===== config.mk =====
export PLATFORM = sky130hd
export DESIGN_NAME = i_cntrl_flat
export DESIGN_NICKNAME = d
export VERILOG_FILES = /design/src/rtl/i_cntrl_if.sv /design/src/rtl/i_cntrl.sv /design/src/flat_wrapper.sv
export SDC_FILE = /design/constraint.sdc
export NUM_CORES = 1
export LEC_CHECK = 0
export ABC_AREA = 1
export BUFFER_PORTS_ARGS = -buffer_cell sky130_fd_sc_hd__buf_2
export CORE_AREA = 2 2 220 222
export DETAILED_ROUTE_END_ITERATION = 12
export DIE_AREA = 0 0 222 224
export GPL_TIMING_DRIVEN = 0
export SLEW_MARGIN = 20
export SYNTH_ARGS = -nofsm -noshare
export SYNTH_HDL_FRONTEND = slang
export SYNTH_SLANG_ARGS = --single-unit

===== constraint.sdc =====
create_clock -name clock -period 1.3 [get_ports clock]
set_input_delay 0.26 -clock clock [delete_from_list [all_inputs] [get_ports clock]]
set_output_delay 0.26 -clock clock [all_outputs]
set_load 0.03 [all_outputs]

===== src/rtl/i_cntrl_if.sv =====
// i_cntrl_if: bundles the three buses around the instruction-cache controller.
//   fetch side : ren, pc (to controller); stall, instr (from controller)
//   Icache side: cacheEn, cacheMemWen, cacheBlockAddr, cacheDin (from controller);
//                cacheHit, cacheDout (to controller, combinational on en/addr)
//   imem side  : memRen, memBlockAddr (from controller); memReady, memDout (to controller)
//   perf/debug : hit_count, miss_count, dbg_state (from controller)
// Handshakes: a fetch completes in any cycle where ren=1 and stall=0; while
// stall=1 the fetch stage holds pc and retries. An imem read is requested while
// memRen=1 and completes in the first cycle where memRen=1 and memReady=1;
// memReady outside a request is ignored.
// Modports: master = the controller, slave = fetch stage / Icache / imem side.
interface i_cntrl_if #(
  parameter int WORD_BITS     = 32,
  parameter int BLOCK_WORDS   = 4,
  parameter int PC_BITS       = 32,
  parameter int MEM_ADDR_BITS = 10,
  parameter int CNT_BITS      = 32
) ();
  localparam int WORD_SEL_BITS = $clog2(BLOCK_WORDS);
  localparam int BLK_ADDR_BITS = PC_BITS - 2 - WORD_SEL_BITS;
  localparam int BLOCK_BITS    = WORD_BITS * BLOCK_WORDS;

  logic                     ren;
  logic [PC_BITS-1:0]       pc;
  logic                     stall;
  logic [WORD_BITS-1:0]     instr;
  logic                     cacheEn;
  logic                     cacheMemWen;
  logic [BLK_ADDR_BITS-1:0] cacheBlockAddr;
  logic [BLOCK_BITS-1:0]    cacheDin;
  logic                     cacheHit;
  logic [BLOCK_BITS-1:0]    cacheDout;
  logic                     memRen;
  logic [MEM_ADDR_BITS-1:0] memBlockAddr;
  logic                     memReady;
  logic [BLOCK_BITS-1:0]    memDout;
  logic [CNT_BITS-1:0]      hit_count;
  logic [CNT_BITS-1:0]      miss_count;
  logic [1:0]               dbg_state;

  modport master (
    input  ren, pc, cacheHit, cacheDout, memReady, memDout,
    output stall, instr, cacheEn, cacheMemWen, cacheBlockAddr, cacheDin,
           memRen, memBlockAddr, hit_count, miss_count, dbg_state
  );

  modport slave (
    output ren, pc, cacheHit, cacheDout, memReady, memDout,
    input  stall, instr, cacheEn, cacheMemWen, cacheBlockAddr, cacheDin,
           memRen, memBlockAddr, hit_count, miss_count, dbg_state
  );
endinterface


===== src/rtl/i_cntrl.sv =====
// i_cntrl: instruction-cache controller between fetch, the Icache SRAM and imem.
// Hits return the selected word in the same cycle. A miss stalls fetch, reads
// one block from imem, writes it into the Icache, then returns to IDLE where the
// held pc looks up again and hits.
// Ports:
//   clock : single clock, all state on the rising edge
//   reset : synchronous, active-low (0 = reset)
//   bus   : i_cntrl_if.master (fetch, Icache, imem, counters, dbg_state)
// dbg_state encoding: 0 = IDLE, 1 = MEM_WAIT, 2 = FILL.
// BLOCK_WORDS must be a power of two and at least 2.
module i_cntrl #(
  parameter int WORD_BITS     = 32,
  parameter int BLOCK_WORDS   = 4,
  parameter int PC_BITS       = 32,
  parameter int MEM_ADDR_BITS = 10,
  parameter int CNT_BITS      = 32
) (
  input  logic     clock,
  input  logic     reset,
  i_cntrl_if.master bus
);
  localparam int WORD_SEL_BITS = $clog2(BLOCK_WORDS);
  localparam int BLK_ADDR_BITS = PC_BITS - 2 - WORD_SEL_BITS;
  localparam int BLOCK_BITS    = WORD_BITS * BLOCK_WORDS;

  typedef enum logic [1:0] {
    IDLE     = 2'd0,
    MEM_WAIT = 2'd1,
    FILL     = 2'd2
  } state_t;

  state_t                   state;
  logic [BLK_ADDR_BITS-1:0] miss_addr;
  logic [BLOCK_BITS-1:0]    fill_buf;
  logic [CNT_BITS-1:0]      hit_cnt;
  logic [CNT_BITS-1:0]      miss_cnt;

  // Fetch address fields; the byte offset pc[1:0] is not used.
  logic [BLK_ADDR_BITS-1:0] blk;
  logic [WORD_SEL_BITS-1:0] word;
  logic                     unused_pc_bits;
  assign blk            = bus.pc[PC_BITS-1 : 2+WORD_SEL_BITS];
  assign word           = bus.pc[2+WORD_SEL_BITS-1 : 2];
  assign unused_pc_bits = ^bus.pc[1:0];

  // Word view of the cache block, word 0 in the least significant bits.
  logic [BLOCK_WORDS-1:0][WORD_BITS-1:0] dout_words;
  assign dout_words = bus.cacheDout;

  always_ff @(posedge clock) begin
    if (!reset) begin
      state     <= IDLE;
      miss_addr <= '0;
      fill_buf  <= '0;
      hit_cnt   <= '0;
      miss_cnt  <= '0;
    end else begin
      case (state)
        IDLE: begin
          if (bus.ren) begin
            if (bus.cacheHit) begin
              hit_cnt <= hit_cnt + CNT_BITS'(1);
            end else begin
              miss_cnt  <= miss_cnt + CNT_BITS'(1);
              miss_addr <= blk;
              state     <= MEM_WAIT;
            end
          end
        end
        MEM_WAIT: begin
          // Only the first memReady cycle is taken; leaving the state drops memRen.
          if (bus.memReady) begin
            fill_buf <= bus.memDout;
            state    <= FILL;
          end
        end
        FILL: state <= IDLE;
        default: state <= IDLE;
      endcase
    end
  end

  // Outputs are decoded from state and inputs rather than registered, because
  // a hit must return its word in the same cycle as the request.
  logic                     stall_o;
  logic [WORD_BITS-1:0]     instr_o;
  logic                     cache_en_o;
  logic                     cache_wen_o;
  logic [BLK_ADDR_BITS-1:0] cache_addr_o;
  logic                     mem_ren_o;

  always_comb begin
    stall_o      = 1'b1;
    instr_o      = '0;
    cache_en_o   = 1'b0;
    cache_wen_o  = 1'b0;
    cache_addr_o = blk;
    mem_ren_o    = 1'b0;
    if (reset) begin
      case (state)
        IDLE: begin
          cache_en_o = bus.ren;
          if (!bus.ren) begin
            stall_o = 1'b0;
          end else if (bus.cacheHit) begin
            stall_o = 1'b0;
            instr_o = dout_words[word];
          end
        end
        MEM_WAIT: mem_ren_o = 1'b1;
        FILL: begin
          cache_en_o   = 1'b1;
          cache_wen_o  = 1'b1;
          cache_addr_o = miss_addr;
        end
        default: ;
      endcase
    end
  end

  assign bus.stall          = stall_o;
  assign bus.instr          = instr_o;
  assign bus.cacheEn        = cache_en_o;
  assign bus.cacheMemWen    = cache_wen_o;
  assign bus.cacheBlockAddr = cache_addr_o;
  assign bus.cacheDin       = fill_buf;
  assign bus.memRen         = mem_ren_o;
  assign bus.memBlockAddr   = miss_addr[MEM_ADDR_BITS-1:0];
  assign bus.hit_count      = hit_cnt;
  assign bus.miss_count     = miss_cnt;
  assign bus.dbg_state      = state;
endmodule


===== src/flat_wrapper.sv =====
// flat-port wrapper written by rule: the top's interface ports become plain ports
module i_cntrl_flat 
#(
  parameter int WORD_BITS     = 32,
  parameter int BLOCK_WORDS   = 4,
  parameter int PC_BITS       = 32,
  parameter int MEM_ADDR_BITS = 10,
  parameter int CNT_BITS      = 32
)
  (clock, reset, bus_ren, bus_pc, bus_cacheHit, bus_cacheDout, bus_memReady, bus_memDout, bus_stall, bus_instr, bus_cacheEn, bus_cacheMemWen, bus_cacheBlockAddr, bus_cacheDin, bus_memRen, bus_memBlockAddr, bus_hit_count, bus_miss_count, bus_dbg_state);
  i_cntrl_if #(.WORD_BITS(WORD_BITS), .BLOCK_WORDS(BLOCK_WORDS), .PC_BITS(PC_BITS), .MEM_ADDR_BITS(MEM_ADDR_BITS), .CNT_BITS(CNT_BITS)) bus_i ();
  input  logic clock;
  input  logic reset;
  input wire logic [$bits(bus_i.ren)-1:0] bus_ren;
  input wire logic [$bits(bus_i.pc)-1:0] bus_pc;
  input wire logic [$bits(bus_i.cacheHit)-1:0] bus_cacheHit;
  input wire logic [$bits(bus_i.cacheDout)-1:0] bus_cacheDout;
  input wire logic [$bits(bus_i.memReady)-1:0] bus_memReady;
  input wire logic [$bits(bus_i.memDout)-1:0] bus_memDout;
  output wire logic [$bits(bus_i.stall)-1:0] bus_stall;
  output wire logic [$bits(bus_i.instr)-1:0] bus_instr;
  output wire logic [$bits(bus_i.cacheEn)-1:0] bus_cacheEn;
  output wire logic [$bits(bus_i.cacheMemWen)-1:0] bus_cacheMemWen;
  output wire logic [$bits(bus_i.cacheBlockAddr)-1:0] bus_cacheBlockAddr;
  output wire logic [$bits(bus_i.cacheDin)-1:0] bus_cacheDin;
  output wire logic [$bits(bus_i.memRen)-1:0] bus_memRen;
  output wire logic [$bits(bus_i.memBlockAddr)-1:0] bus_memBlockAddr;
  output wire logic [$bits(bus_i.hit_count)-1:0] bus_hit_count;
  output wire logic [$bits(bus_i.miss_count)-1:0] bus_miss_count;
  output wire logic [$bits(bus_i.dbg_state)-1:0] bus_dbg_state;
  assign bus_i.ren = bus_ren;
  assign bus_i.pc = bus_pc;
  assign bus_i.cacheHit = bus_cacheHit;
  assign bus_i.cacheDout = bus_cacheDout;
  assign bus_i.memReady = bus_memReady;
  assign bus_i.memDout = bus_memDout;
  assign bus_stall = bus_i.stall;
  assign bus_instr = bus_i.instr;
  assign bus_cacheEn = bus_i.cacheEn;
  assign bus_cacheMemWen = bus_i.cacheMemWen;
  assign bus_cacheBlockAddr = bus_i.cacheBlockAddr;
  assign bus_cacheDin = bus_i.cacheDin;
  assign bus_memRen = bus_i.memRen;
  assign bus_memBlockAddr = bus_i.memBlockAddr;
  assign bus_hit_count = bus_i.hit_count;
  assign bus_miss_count = bus_i.miss_count;
  assign bus_dbg_state = bus_i.dbg_state;
  i_cntrl #(.WORD_BITS(WORD_BITS), .BLOCK_WORDS(BLOCK_WORDS), .PC_BITS(PC_BITS), .MEM_ADDR_BITS(MEM_ADDR_BITS), .CNT_BITS(CNT_BITS)) u_core (.clock(clock), .reset(reset), .bus(bus_i));
endmodule

==> reports/qor.txt, run 1 <==
Yosys reg bits -> 222
vias -> 14110
slack of the critical path -> -0.9216 ns
fin. max-slew vios -> 0
HP Class -> in2reg
CP max stage delay -> 0.71 ns
critical-path cell list -> buf_2, clkinv_1, clkbuf_1, o21ai_0, a21oi_4, buf_6
sequential share of power -> 38.1%
filler instances -> 4537
DRC violations left -> 0
fin cells -> 3010
Die X -> 222 µm
wire length on met2 -> 29.66 mm
# rows -> 80
placed inst area -> 14750 µm²
failing checks -> negative hold slack, negative setup slack
peak supply drop -> 1117 µV
crit start category -> input port
post-layout min period -> 2.222 ns
Pint -> 13.22 mW
Slew @ Worst Pin -> 1.039 ns
number of global-route vias before repair -> 14330
Min Hold Slack -> -0.005775 ns
syn_nets -> 1880
Warnings, synthesis -> 0
Clock power frac -> 40.4%
Vias/cell -> 4.688
die area -> 49730 µm²
drt initial violations -> 683
Core Util, Final -> 41.68%
CP max-delay cell -> o21ai_0
H-tree Lvls -> 1
Setup-failing EPs final -> 488
share of cells above drive strength 1 -> 44.54%
Remaining Overflow, GRT -> 0
RSZ-0062 raised after global routing -> yes
placed cell count -> 2757
maxcap violations -> 0
post-layout power -> 18.91 mW
die span in y -> 224 µm
final wirelength -> 57.40 mm
Port Buffer Count -> 557
crit path kind -> in2out
outcome -> finished with violations
reg2reg setup slack -> -0.51 ns
DR top layer -> met4
area delta synth->final -> 87.81%
initial antenna violation count -> 15
post-synthesis sequential area ratio -> 42.30%
clk root buf -> clkbuf_16
Final Cycle Share -> 170.9%
met1 WL -> 18.44 mm
DP Wirelength -> 41.72 mm
Syn Inst Count -> 1585
Buf/Inv on CP -> 4
GRT Util Overall -> 21.57%
CTS tree -> built
critical path required time -> 1.04 ns
Clock Sinks -> 222
antenna-violating nets left -> 0
Psw -> 5.688 mW
Fin. Hold Viols -> 1
Post-Syn Area -> 10510 µm²
f_max -> 0.4501 GHz
largest net degree at the start of global routing -> 14
crit path DAT -> 1.96 ns
power density of the placed cells -> 958.3 nW/µm²
DR WL met3 -> 4.217 mm
Core Region -> 47350 µm²
# IOs -> 561
TritonCTS Buffers -> 26
commonest cells after routing, fill and taps aside -> buf_2 (499), nor2_1 (283), inv_1 (191)
first-pass GRT wire length -> 82.19 mm
syn avg cell area -> 6.629 µm²
final layout net count -> 2657
Final Skew -> 0.02712 ns
Initial DRT Pass Iterations -> 7
Worst-Skew Late Latency -> 0.57 ns
mean routed wirelength per cell -> 19.07 µm
sw frac -> 30.08%
final std cell area, no fill -> 19730 µm²
Comb pwr share -> 21.5%
Sequential cell area -> 4546 µm²
static leakage -> 8.692 nW
CP max FO -> 10
CTS max path bufs -> 3
crit path capture type -> output pin
relative slew slack -> 30.76%
area of the multi-input gates -> 6286 µm²
commonest non-fill, non-tap cell in the layout -> buf_2
CP delay by family, top -> buffers and inverters
starting density of the core -> 22.19%
Clock Pin Slew Worst Setup and Hold Paths -> 0.06 ns
Yosys cell types -> 34
GP Congestion -> 0.9904
worst register-to-register path: stages (launching register included):
cell and delay, ns:
dfxtp_4 0.36, inv_4 0.06, buf_4 0.12, buf_6 0.11, nand3_4 0.12, buf_12 0.17
buf_16 0.14, clkbuf_16 0.16, o21ai_0 0.36, a21oi_2 0.08
timing repair:
item	CTS	global route
buffers inserted	27	15
pin swaps	17	18
cloned	19	5
gates resized for setup	476	175
hold buffers	126	3
hold endpoints to repair	126	3
endpoints found under the setup margin	488	489
metal layers:
metal  vias to the layer above  track usage (%)
li1                       6626                -
met1                      6541            19.14
met2                       717            41.07
met3                       226            5.417
met4                         0            17.89
met5                         -                0
state kept, by name (all words and copies together), names as in the netlist:
name,cells
u_core.miss_addr,28
u_core.bus.hit_count,32
u_core.bus.miss_count,32
u_core.bus.dbg_state,2
u_core.bus.cacheDin,128
final cells by class:
cell class,count,area share (%)
antenna,13,0.1648
clock buffer,38,4.045
timing repair buffer,751,27.49
sequential,222,23.03
inverter,199,3.880
clock inverter,10,0.5009
multi-input combinational,1066,31.85
tap,615,3.899
buffer,96,5.129
cell usage after synthesis (all sizes together):
| cell type | n | area [µm²] |
|---|---|---|
| nor2 | 319 | 1269 |
| o21ai | 235 | 1176 |
| nand2 | 225 | 857.1 |
| dfxtp | 222 | 4444 |
| inv | 197 | 739.5 |
| a21oi | 191 | 955.9 |
| clkbuf | 63 | 236.5 |
| nand3 | 52 | 310.3 |
| buf | 35 | 197.7 |
| nand4 | 12 | 75.07 |
| nor3 | 11 | 55.05 |
| xnor2 | 7 | 61.31 |
| a31oi | 2 | 12.51 |
| and2 | 2 | 12.51 |
| clkinv | 2 | 7.510 |
| ha | 2 | 25.02 |
| o21bai | 2 | 15.01 |
| xor2 | 2 | 17.52 |
| and3 | 1 | 6.260 |
| nand3b | 1 | 20.02 |
| o21a | 1 | 7.510 |
| o22ai | 1 | 6.260 |
cell families after synthesis:
kind of cell | synth area share, %
XOR/XNOR | 0.7502
AND/OR/NAND/NOR | 24.79
flip-flops | 42.30
adder cells (fa/ha/maj) | 0.2381
buffers and inverters | 11.24
AO/OA/AOI/OAI | 20.68
through the flow:
stage          setup slack, ns  setup TNS [ns]
2_1_floorplan          -0.2170          -10.26
3_3_place_gp           -0.9796         -143.83
3_5_place_dp           -0.9494         -145.22
4_1_cts                -0.9398         -129.42
5_1_grt                -0.9696         -156.12
6_report               -0.9216         -123.93
power groups by stage:
stage                     registers, mW  clock network (mW)  logic [mW]
after floorplan                    7.70                   0        1.24
after global placement             7.33                   0        2.84
after detailed placement           7.34                   0        2.87
after CTS                          7.19                7.81        3.79
after global routing               7.23                8.05        4.29
final                              7.21                7.65        4.06
path summary, 6_finish.rpt:
check / start / end / depth (start not counted)
worst max-delay path: bus_pc[2] / bus_instr[25] / 6
worst min-delay path: bus_memDout[98] / u_core.bus.cacheDin[98]$_SDFFE_PN0P_ / 3
worst max register to register: u_core.bus.dbg_state[1]$_SDFFE_PN0P_ / u_core.bus.cacheDin[116]$_SDFFE_PN0P_ / 9
worst min register to register: u_core.bus.cacheDin[27]$_SDFFE_PN0P_ / u_core.bus.cacheDin[27]$_SDFFE_PN0P_ / 2
Power figures use the tool's default switching activity.
==> run 2, diff against run 1 <==
--- a/config.mk
+++ b/config.mk
@@ -6,11 +6,14 @@
 export NUM_CORES = 1
 export LEC_CHECK = 0
 export ABC_AREA = 1
-export BUFFER_PORTS_ARGS = -buffer_cell sky130_fd_sc_hd__buf_2
-export CORE_AREA = 2 2 220 222
+export CELL_PAD_IN_SITES_DETAIL_PLACEMENT = 1
+export CELL_PAD_IN_SITES_GLOBAL_PLACEMENT = 2
+export CORE_AREA = 2 2 215 217
 export DETAILED_ROUTE_END_ITERATION = 12
-export DIE_AREA = 0 0 222 224
+export DIE_AREA = 0 0 217 219
+export DONT_BUFFER_PORTS = 1
 export GPL_TIMING_DRIVEN = 0
+export PLACE_DENSITY_LB_ADDON = 0.1
 export SLEW_MARGIN = 20
 export SYNTH_ARGS = -nofsm -noshare
 export SYNTH_HDL_FRONTEND = slang
==> constraint.sdc (replaced) <==
create_clock -name clock -period 1.3 [get_ports clock]
set_input_delay 0.26 -clock clock [delete_from_list [all_inputs] [get_ports clock]]
set_output_delay 0.26 -clock clock [all_outputs]
set_load 0.05 [all_outputs]
==> run 2 against run 1 <==
Compared with the run above: the flow still finishes with violations (negative hold slack, negative setup slack); clock power is 5.8% higher; total power is 2.5% lower; sequential power is 9.7% higher; cell area is 19% lower; register-to-register slack worse by 0.05 ns; global-route usage is 1.9 points lower; cell count is 20% lower; die area is 4.4% lower; via count is 20% lower; largest power group unchanged; clock skew is 0.0088 ns lower; largest cell class is now multi-input gates; maximum frequency is 5.3% lower.
==> reports/qor.txt, run 2 (synthesis results as in run 1) <==
Setup-failing EPs final -> 458
CP max FO -> 8
TritonCTS Buffers -> 29
area delta synth->final -> 51.30%
max FFs per register -> 128
die span in y -> 219 µm
post-layout min period -> 2.347 ns
crit path kind -> reg2out
sw frac -> 30.35%
Core Region -> 45090 µm²
final layout net count -> 2093
Vias/cell -> 4.685
crit start category -> register
Fin. Hold Viols -> 1
starting density of the core -> 23.30%
H-tree Lvls -> 1
crit path capture type -> output pin
filler instances -> 5464
commonest non-fill, non-tap cell in the layout -> nor2_1
Final Skew -> 0.01836 ns
Comb pwr share -> 13.2%
drt initial violations -> 355
antenna-violating nets left -> 0
share of cells above drive strength 1 -> 19.90%
CTS tree -> built
crit path DAT -> 2.09 ns
CTS max path bufs -> 3
f_max -> 0.4261 GHz
Slew @ Worst Pin -> 0.7144 ns
Psw -> 5.598 mW
Initial DRT Pass Iterations -> 4
Setup TNS Final -> -174.18 ns
mean routed wirelength per cell -> 20.60 µm
slack of the critical path -> -1.047 ns
outcome -> finished with violations
vias -> 11330
Clock power frac -> 43.9%
commonest cells after routing, fill and taps aside -> nor2_1 (290), o21ai_0 (232), inv_1 (191)
# IOs -> 561
sequential share of power -> 42.9%
Clock Sinks -> 222
failing checks -> negative hold slack, negative setup slack
first-pass GRT wire length -> 72.31 mm
Core Util, Final -> 35.26%
DP Wirelength -> 37.69 mm
relative slew slack -> 52.37%
post-layout power -> 18.44 mW
clk root buf -> clkbuf_16
final wirelength -> 49.83 mm
critical path required time -> 1.04 ns
largest net degree at the start of global routing -> 15
ANT cells -> 0
Die X -> 217 µm
# rows -> 78
Final Cycle Share -> 180.5%
die area -> 47520 µm²
CTS Hold Bufs -> 157
RSZ-0062 raised after global routing -> yes
Port Buffer Count -> 0
Pint -> 12.85 mW
peak supply drop -> 909.6 µV
Clock Pin Slew Worst Setup and Hold Paths -> 0.06 ns
fin. max-slew vios -> 0
Post-Place Setup Slack -> -0.8662 ns
initial antenna violation count -> 0
GRT Util Overall -> 19.68%
DRC violations left -> 0
static leakage -> 5.725 nW
Min Hold Slack -> -0.03579 ns
power density of the placed cells -> 1160 nW/µm²
Remaining Overflow, GRT -> 0
maxcap violations -> 0
Worst-Skew Late Latency -> 0.56 ns
GP Congestion -> 0.7507
HP Class -> in2reg
number of global-route vias before repair -> 11850
run 2: routing by layer:
metal | global-route usage, % | vias up | wire (µm)
li1 | - | 5490 | -
met1 | 20.44 | 5360 | 17990
met2 | 35.53 | 397 | 24900
met3 | 8.316 | 85 | 5122
met4 | 6.667 | 0 | 1821
met5 | 0 | - | 0
run 2: final timing paths:
path | start | endpoint | slack (ns) | cells past startpoint
setup reg to reg | u_core.bus.dbg_state[1]$_SDFFE_PN0P_ | u_core.bus.hit_count[9]$_SDFFE_PN0P_ | -0.56 | 6
setup / recovery | u_core.bus.dbg_state[1]$_SDFFE_PN0P_ | bus_instr[21] | -1.05 | 7
hold / removal | bus_cacheHit | u_core.bus.hit_count[0]$_SDFFE_PN0P_ | -0.04 | 2
hold reg to reg | u_core.miss_addr[15]$_SDFFE_PN0P_ | u_core.miss_addr[15]$_SDFFE_PN0P_ | 0.52 | 2
run 2: area by class of cell:
type,instances,area [µm²],area share [%]
inverters,199,767.0,4.825
multi-input cells,1066,6248,39.30
plain buffers,98,616.8,3.880
well taps,600,750.7,4.722
repair buffers,182,1918,12.07
clock buffers,44,895.9,5.635
flip-flops and latches,222,4629,29.12
clock inverters,8,71.32,0.4486
run 2: critical path, cell delays in order (launching register included):
cell	delay (ns)
dfxtp_4	0.43
inv_6	0.10
nand2_4	0.06
nor2_4	0.13
buf_6	0.14
nand2_8	0.11
buf_12	0.20
a21oi_4	0.35
run 2: per-stage QoR:
stage,cell area (µm²),instances
after CTS,14930,2398
final,15900,2419
after floorplan,11420,1585
after global routing,15900,2419
after global placement,12170,2185
after detailed placement,12170,2185
run 2: repair_timing:
item,in CTS,in global routing
resized for setup,55,153
endpoints found under the setup margin,489,490
setup buffers,2,16
endpoints found under the hold margin,157,1
pin swaps,1,29
gates cloned,2,5
run 2: power by group through the flow:
stage / logic [mW] / registers (mW) / clock network (mW)
5_1_grt: 2.66 / 7.94 / 8.69
3_3_place_gp: 1.76 / 8.06 / 0
3_5_place_dp: 1.80 / 8.05 / 0
4_1_cts: 2.26 / 7.91 / 8.39
6_report: 2.44 / 7.91 / 8.09
2_1_floorplan: 1.44 / 7.94 / 0
